--- src/rtl/spi_host_seq.sv ---
// Host-side SPI sequencer: TX/RX byte FIFOs around a START/WAIT/CAPTURE handshake FSM.
// Define SPI_SEQ_CS_EN to add the CS_SETUP state and a real slave-select on CS_n.
module spi_host_seq #(
   parameter int DEPTH = 4,
   parameter int AW    = 2
) (
   input  logic       Clk,
   input  logic       Rst,
   input  logic       WrEn,
   input  logic [7:0] WrData,
   output logic       TxFull,
   input  logic       RdEn,
   output logic [7:0] RdData,
   output logic       RxEmpty,
   output logic       RxOvf,
   input  logic       ClrOvf,
   output logic       Busy,
   output logic       StartTx,
   output logic [7:0] TxData,
   input  logic       EndTx,
   input  logic [7:0] RxData,
   output logic       CS_n
);

`ifdef SPI_SEQ_CS_EN
   typedef enum logic [2:0] {IDLE, CS_SETUP, START, WAIT, CAPTURE} state_t;
`else
   typedef enum logic [2:0] {IDLE, START, WAIT, CAPTURE} state_t;
`endif

   localparam logic [AW:0] FULL = (AW+1)'(DEPTH);

   state_t         state, state_nxt;
   logic [7:0]     tx_mem [DEPTH];
   logic [7:0]     rx_mem [DEPTH];
   logic [AW-1:0]  tx_wp, tx_rp, rx_wp, rx_rp;
   logic [AW:0]    tx_cnt, rx_cnt;
   logic [7:0]     rx_byte;
   logic           tx_empty, rx_full;
   logic           tx_push, tx_pop, rx_push, rx_pop;

   assign tx_empty = (tx_cnt == '0);
   assign TxFull   = (tx_cnt == FULL);
   assign rx_full  = (rx_cnt == FULL);
   assign RxEmpty  = (rx_cnt == '0);
   assign RdData   = rx_mem[rx_rp];
   assign Busy     = (state != IDLE);

   // The TX head is consumed on the edge that enters START, together with the TxData load.
   assign tx_push = WrEn && !TxFull;
   assign tx_pop  = (state_nxt == START);
   assign rx_push = (state == CAPTURE) && !rx_full;
   assign rx_pop  = RdEn && !RxEmpty;

   always_comb begin
      state_nxt = state;
      case (state)
         IDLE:
`ifdef SPI_SEQ_CS_EN
            if (!tx_empty) state_nxt = CS_SETUP;
         CS_SETUP: state_nxt = START;
`else
            if (!tx_empty) state_nxt = START;
`endif
         START:    state_nxt = WAIT;
         WAIT:     if (EndTx) state_nxt = CAPTURE;
         CAPTURE:  state_nxt = tx_empty ? IDLE : START;
         default:  state_nxt = IDLE;
      endcase
   end

   always_ff @(posedge Clk or posedge Rst) begin
      if (Rst) begin
         state   <= IDLE;
         StartTx <= 1'b0;
         TxData  <= 8'h00;
         rx_byte <= 8'h00;
         RxOvf   <= 1'b0;
      end else begin
         state   <= state_nxt;
         StartTx <= (state_nxt == START);
         if (state_nxt == START) TxData <= tx_mem[tx_rp];
         if (state == WAIT && EndTx) rx_byte <= RxData;
         // A drop in the same cycle as ClrOvf must leave the flag set.
         if (state == CAPTURE && rx_full) RxOvf <= 1'b1;
         else if (ClrOvf)                 RxOvf <= 1'b0;
      end
   end

   always_ff @(posedge Clk or posedge Rst) begin
      if (Rst) begin
         tx_wp  <= '0;
         tx_rp  <= '0;
         tx_cnt <= '0;
         rx_wp  <= '0;
         rx_rp  <= '0;
         rx_cnt <= '0;
      end else begin
         if (tx_push) tx_wp <= tx_wp + 1'b1;
         if (tx_pop)  tx_rp <= tx_rp + 1'b1;
         if (tx_push && !tx_pop)      tx_cnt <= tx_cnt + 1'b1;
         else if (!tx_push && tx_pop) tx_cnt <= tx_cnt - 1'b1;
         if (rx_push) rx_wp <= rx_wp + 1'b1;
         if (rx_pop)  rx_rp <= rx_rp + 1'b1;
         if (rx_push && !rx_pop)      rx_cnt <= rx_cnt + 1'b1;
         else if (!rx_push && rx_pop) rx_cnt <= rx_cnt - 1'b1;
      end
   end

   always_ff @(posedge Clk) begin
      if (tx_push) tx_mem[tx_wp] <= WrData;
      if (rx_push) rx_mem[rx_wp] <= rx_byte;
   end

`ifdef SPI_SEQ_CS_EN
   logic cs_q;
   always_ff @(posedge Clk or posedge Rst) begin
      if (Rst) cs_q <= 1'b1;
      else     cs_q <= (state_nxt == IDLE);
   end
   assign CS_n = cs_q;
`else
   assign CS_n = 1'b0;
`endif

endmodule

--- config.mk ---
export PLATFORM = sky130hd
export DESIGN_NAME = spi_host_seq
export DESIGN_NICKNAME = d
export VERILOG_FILES = /design/src/rtl/spi_host_seq.sv
export SDC_FILE = /design/constraint.sdc
export NUM_CORES = 1
export LEC_CHECK = 0
export ABC_AREA = 1
export CORE_UTILIZATION = 35
export CTS_BUF_LIST = sky130_fd_sc_hd__clkbuf_4 sky130_fd_sc_hd__clkbuf_8
export DETAILED_ROUTE_END_ITERATION = 10
export SYNTH_ARGS = -nofsm -noshare
export SYNTH_HDL_FRONTEND = slang
export SYNTH_SLANG_ARGS = --single-unit
export TNS_END_PERCENT = 30
--- constraint.sdc ---
create_clock -name Clk -period 2.09 [get_ports Clk]
set_input_delay 0.209 -clock Clk [delete_from_list [all_inputs] [get_ports Clk]]
set_output_delay 0.209 -clock Clk [all_outputs]
set_load 0.005 [all_outputs]
==> out/metrics.cfg <==
[power]
powerDensity_nw_per_um2 = 1280
ir_drop_uv = 572
combPwrFrac_pct = 37.1
pwr-share-seq_pct = 45.8
clkPwrFrac_pct = 17.1
p_sw_w = 0.00238
switching_share_pct = 36.1
internal_power_w = 0.00421
p_leak_nw = 2.28

[clocking]
clock_sinks = 99
cts_made_buffers = 9
cts_tree = yes
cts_hold_buf = 0
path_clk_slew_ns = 0.09
clk-insertion-delay-late_ns = 0.36
htree_levels = 3
cts_max_path_buffers = 2
cts_root_buf = clkbuf_8

[place]
dp_slack_ns = 0.136
dp_hpwl_mm = 5.41
gp_congestion = 0.738
io_buffers = 42

[synth]
syn_inst = 398
synth_ff_type = edfxtp_1
post-synth-top-area-fraction_pct = 44.5
synth_top_area_cell = edfxtp_1
synth-async-reset-ratio_pct = 35.4
synth_most_common_cell = nand2_1
yosysSeqAreaShare_pct = 64.8
yosysWarnings = 0
synth_commonest_cells = nand2_1 (92), inv_1 (73), edfxtp_1 (64)
avgSynthCellArea_um2 = 10.8
netlist_area_um2 = 4310
synthTopCellsByArea = edfxtp_1 (45%), dfrtp_1 (20%), nand2_1 (8.0%)
synth-seq-cells = 99
synth_edf_count = 64
yosysUniqueCellTypes = 27

[global_routing]
grt_pass1_vias = 2825
grt_pass1_wl_mm = 13.3
grtUsageMet3_pct = 3.70
grt_max_degree = 36
grtUsageTotal_pct = 13.5
antenna_found_initial = 0
grtUsageMet1_pct = 15.5
overflow = 0
gr-max-usage-layer = met2
use_met2_pct = 24.3

[outcome]
status = complete, no violations

[sta]
final_hold_viol_count = 0
timing.final.crit_share_pct = 96.9
setup_violations = 0
finalClockSkew_ns = 0.00951
slew_viol_final = 0
fmaxAchievable_ghz = 0.494
rsz0062_at_grt = yes
period_minus_slack_ns = 2.03
setup_ws_ns = 0.0648
hold-worst-slack_ns = 0.266

[floorplan]
rows = 40
boundaryPins = 44
die_w_um = 113
die_y_um = 113
core_area_um2 = 12000
dieArea_um2 = 12800
start_util_pct = 35.9

[cells_and_area]
fill_cells = 1139
diodes = 0
nets = 493
multiInputGateArea_um2 = 1150
seq_area_um2 = 2800
drive_above_1_share_pct = 12.5
area_growth_pct = 19.8

[route]
first_pass_iters = 5
drcViolationCount = 0
post_drt_wl_per_cell_um = 12.9
detailedRoute.firstIterationViolations = 88
viasPerCell = 4.50
vias = 2751
ant_nets = 0
routed_wl_mm = 7.90

[critical_path]
r2r_cells = 11
r2r-end = rx_cnt[2]
cp.arrival_ns = 1.82
r2r-start = state[1]
cp.required_ns = 1.88
criticalPathCategory = register to output port
crit_fanout = 7
cp-end-kind = output port
r2r_slack_ns = 0.21
start_kind = register
critical_path.endpoint = RdData[2]
cp-startpoint = rx_rp[0]

[worst_hold_path]
worstHoldPathType = primary input to asynchronous set/reset pin

[flow_run]
drv_cap = 0

## state kept, by name, indices dropped and copies added (netlist names)
name / cells
rx_byte: 8
tx_mem: 32
rx_rp: 2
RxOvf: 1
StartTx: 1
tx_wp: 2
rx_wp: 2
rx_cnt: 3
state: 3
tx_cnt: 3
rx_mem: 32
TxData: 8
tx_rp: 2
## kinds of logic (layout without fill, tap and decap cells)
| kind of cell | Yosys count | count (layout) | share of synthesized area, % |
|---|---|---|---|
| buf+inv | 88 | 153 | 8.67 |
| other cells | 1 | 2 | 0.0869 |
| xor+xnor | 7 | 7 | 1.42 |
| flops | 99 | 99 | 64.8 |
| compound gates | 39 | 39 | 5.48 |
| simple gates | 152 | 152 | 15.7 |
| fa+ha+maj | 12 | 12 | 3.83 |
## worst max-delay path: stages (launching register included)
cell	delay [ns]
dfrtp_2	0.48
buf_4	0.15
o21ai_0	0.08
o22ai_1	0.22
clkdlybuf4s50_1	0.54
## what timing repair did
action	in CTS	in global routing
endpoints found under the setup margin	8	8
buffers inserted	0	3
endpoints found under the hold margin	0	0
resized for setup	3	4
## area by class of cell
type | instances | area share, %
Tap cell | 147 | 3.56
Multi-Input combinational cell | 212 | 22.2
Sequential cell | 99 | 54.2
Inverter | 78 | 5.86
Timing Repair Buffer | 59 | 10.7
Clock buffer | 9 | 2.40
Clock inverter | 7 | 1.14
## per-layer routing
layer / wire [µm] / vias to the layer above
met5: 0 / -
met4: 80 / 0
met3: 347 / 10
met2: 4150 / 54
met1: 3330 / 1306
li1: - / 1381
## layout by cell type (no fill, tap or decap)
cell	netlist	layout
fa_1	2	2
o22ai_1	9	9
xnor2_1	2	2
dfrtp_1	35	33
nand4_1	2	2
nand2_1	92	92
nand2_4	2	2
dfrtp_2	0	2
inv_2	4	3
o21ai_1	2	2
nand3_1	22	22
xor2_1	5	5
conb_1	1	2
ha_1	10	10
nor2_2	1	1
inv_4	1	2
inv_1	73	72
nand4_4	1	1
buf_4	4	16
clkdlybuf4s50_1	0	42
edfxtp_1	64	64
o21ai_0	20	20
nand3_4	1	1
clkinvlp_4	0	2
nor2_1	27	27
buf_6	3	1
nor2_8	1	1
o21ai_2	8	8
clkbuf_8	0	9
nand2_2	3	3
clkinv_4	0	1
inv_6	0	5
## power groups by stage
stage               clock (W)  combinational, W  sequential, W
global placement            0           0.00233        0.00303
detailed placement          0           0.00241        0.00305
global route          0.00124           0.00280        0.00309
finish                0.00113           0.00245        0.00302
floorplan                   0           0.00161        0.00290
CTS                   0.00118           0.00243        0.00302
## worst min-delay path by stage
| stage | startpoint | to | slack, ns | cells past startpoint |
|---|---|---|---|---|
| 2_1_floorplan | WrData[0] | tx_mem[0][0] | 0.31 | 0 |
| 3_3_place_gp | TxData[0] | TxData[0] | 0.47 | 2 |
| 3_5_place_dp | TxData[0] | TxData[0] | 0.46 | 2 |
| 4_1_cts | Rst | rx_byte[3] | 0.28 | 3 |
| 5_1_grt | Rst | rx_byte[3] | 0.33 | 3 |
| 6_report | Rst | RxOvf | 0.27 | 3 |
## through the flow
| stage | instances | util (%) | total power [W] | setup TNS (ns) | instance area, µm² |
|---|---|---|---|---|---|
| 3_5_place_dp | 592 | 41.2 | 0.00546 | 0 | 4950 |
| 3_3_place_gp | 592 | 41.2 | 0.00536 | 0 | 4950 |
| 4_1_cts | 608 | 42.8 | 0.00662 | 0 | 5130 |
| 6_report | 611 | 43.0 | 0.00659 | 0 | 5170 |
| 2_1_floorplan | 399 | - | 0.00452 | 0 | 4320 |
| 5_1_grt | 611 | 43.0 | 0.00712 | -0.0171 | 5170 |
(Power assumes the default switching activity.)
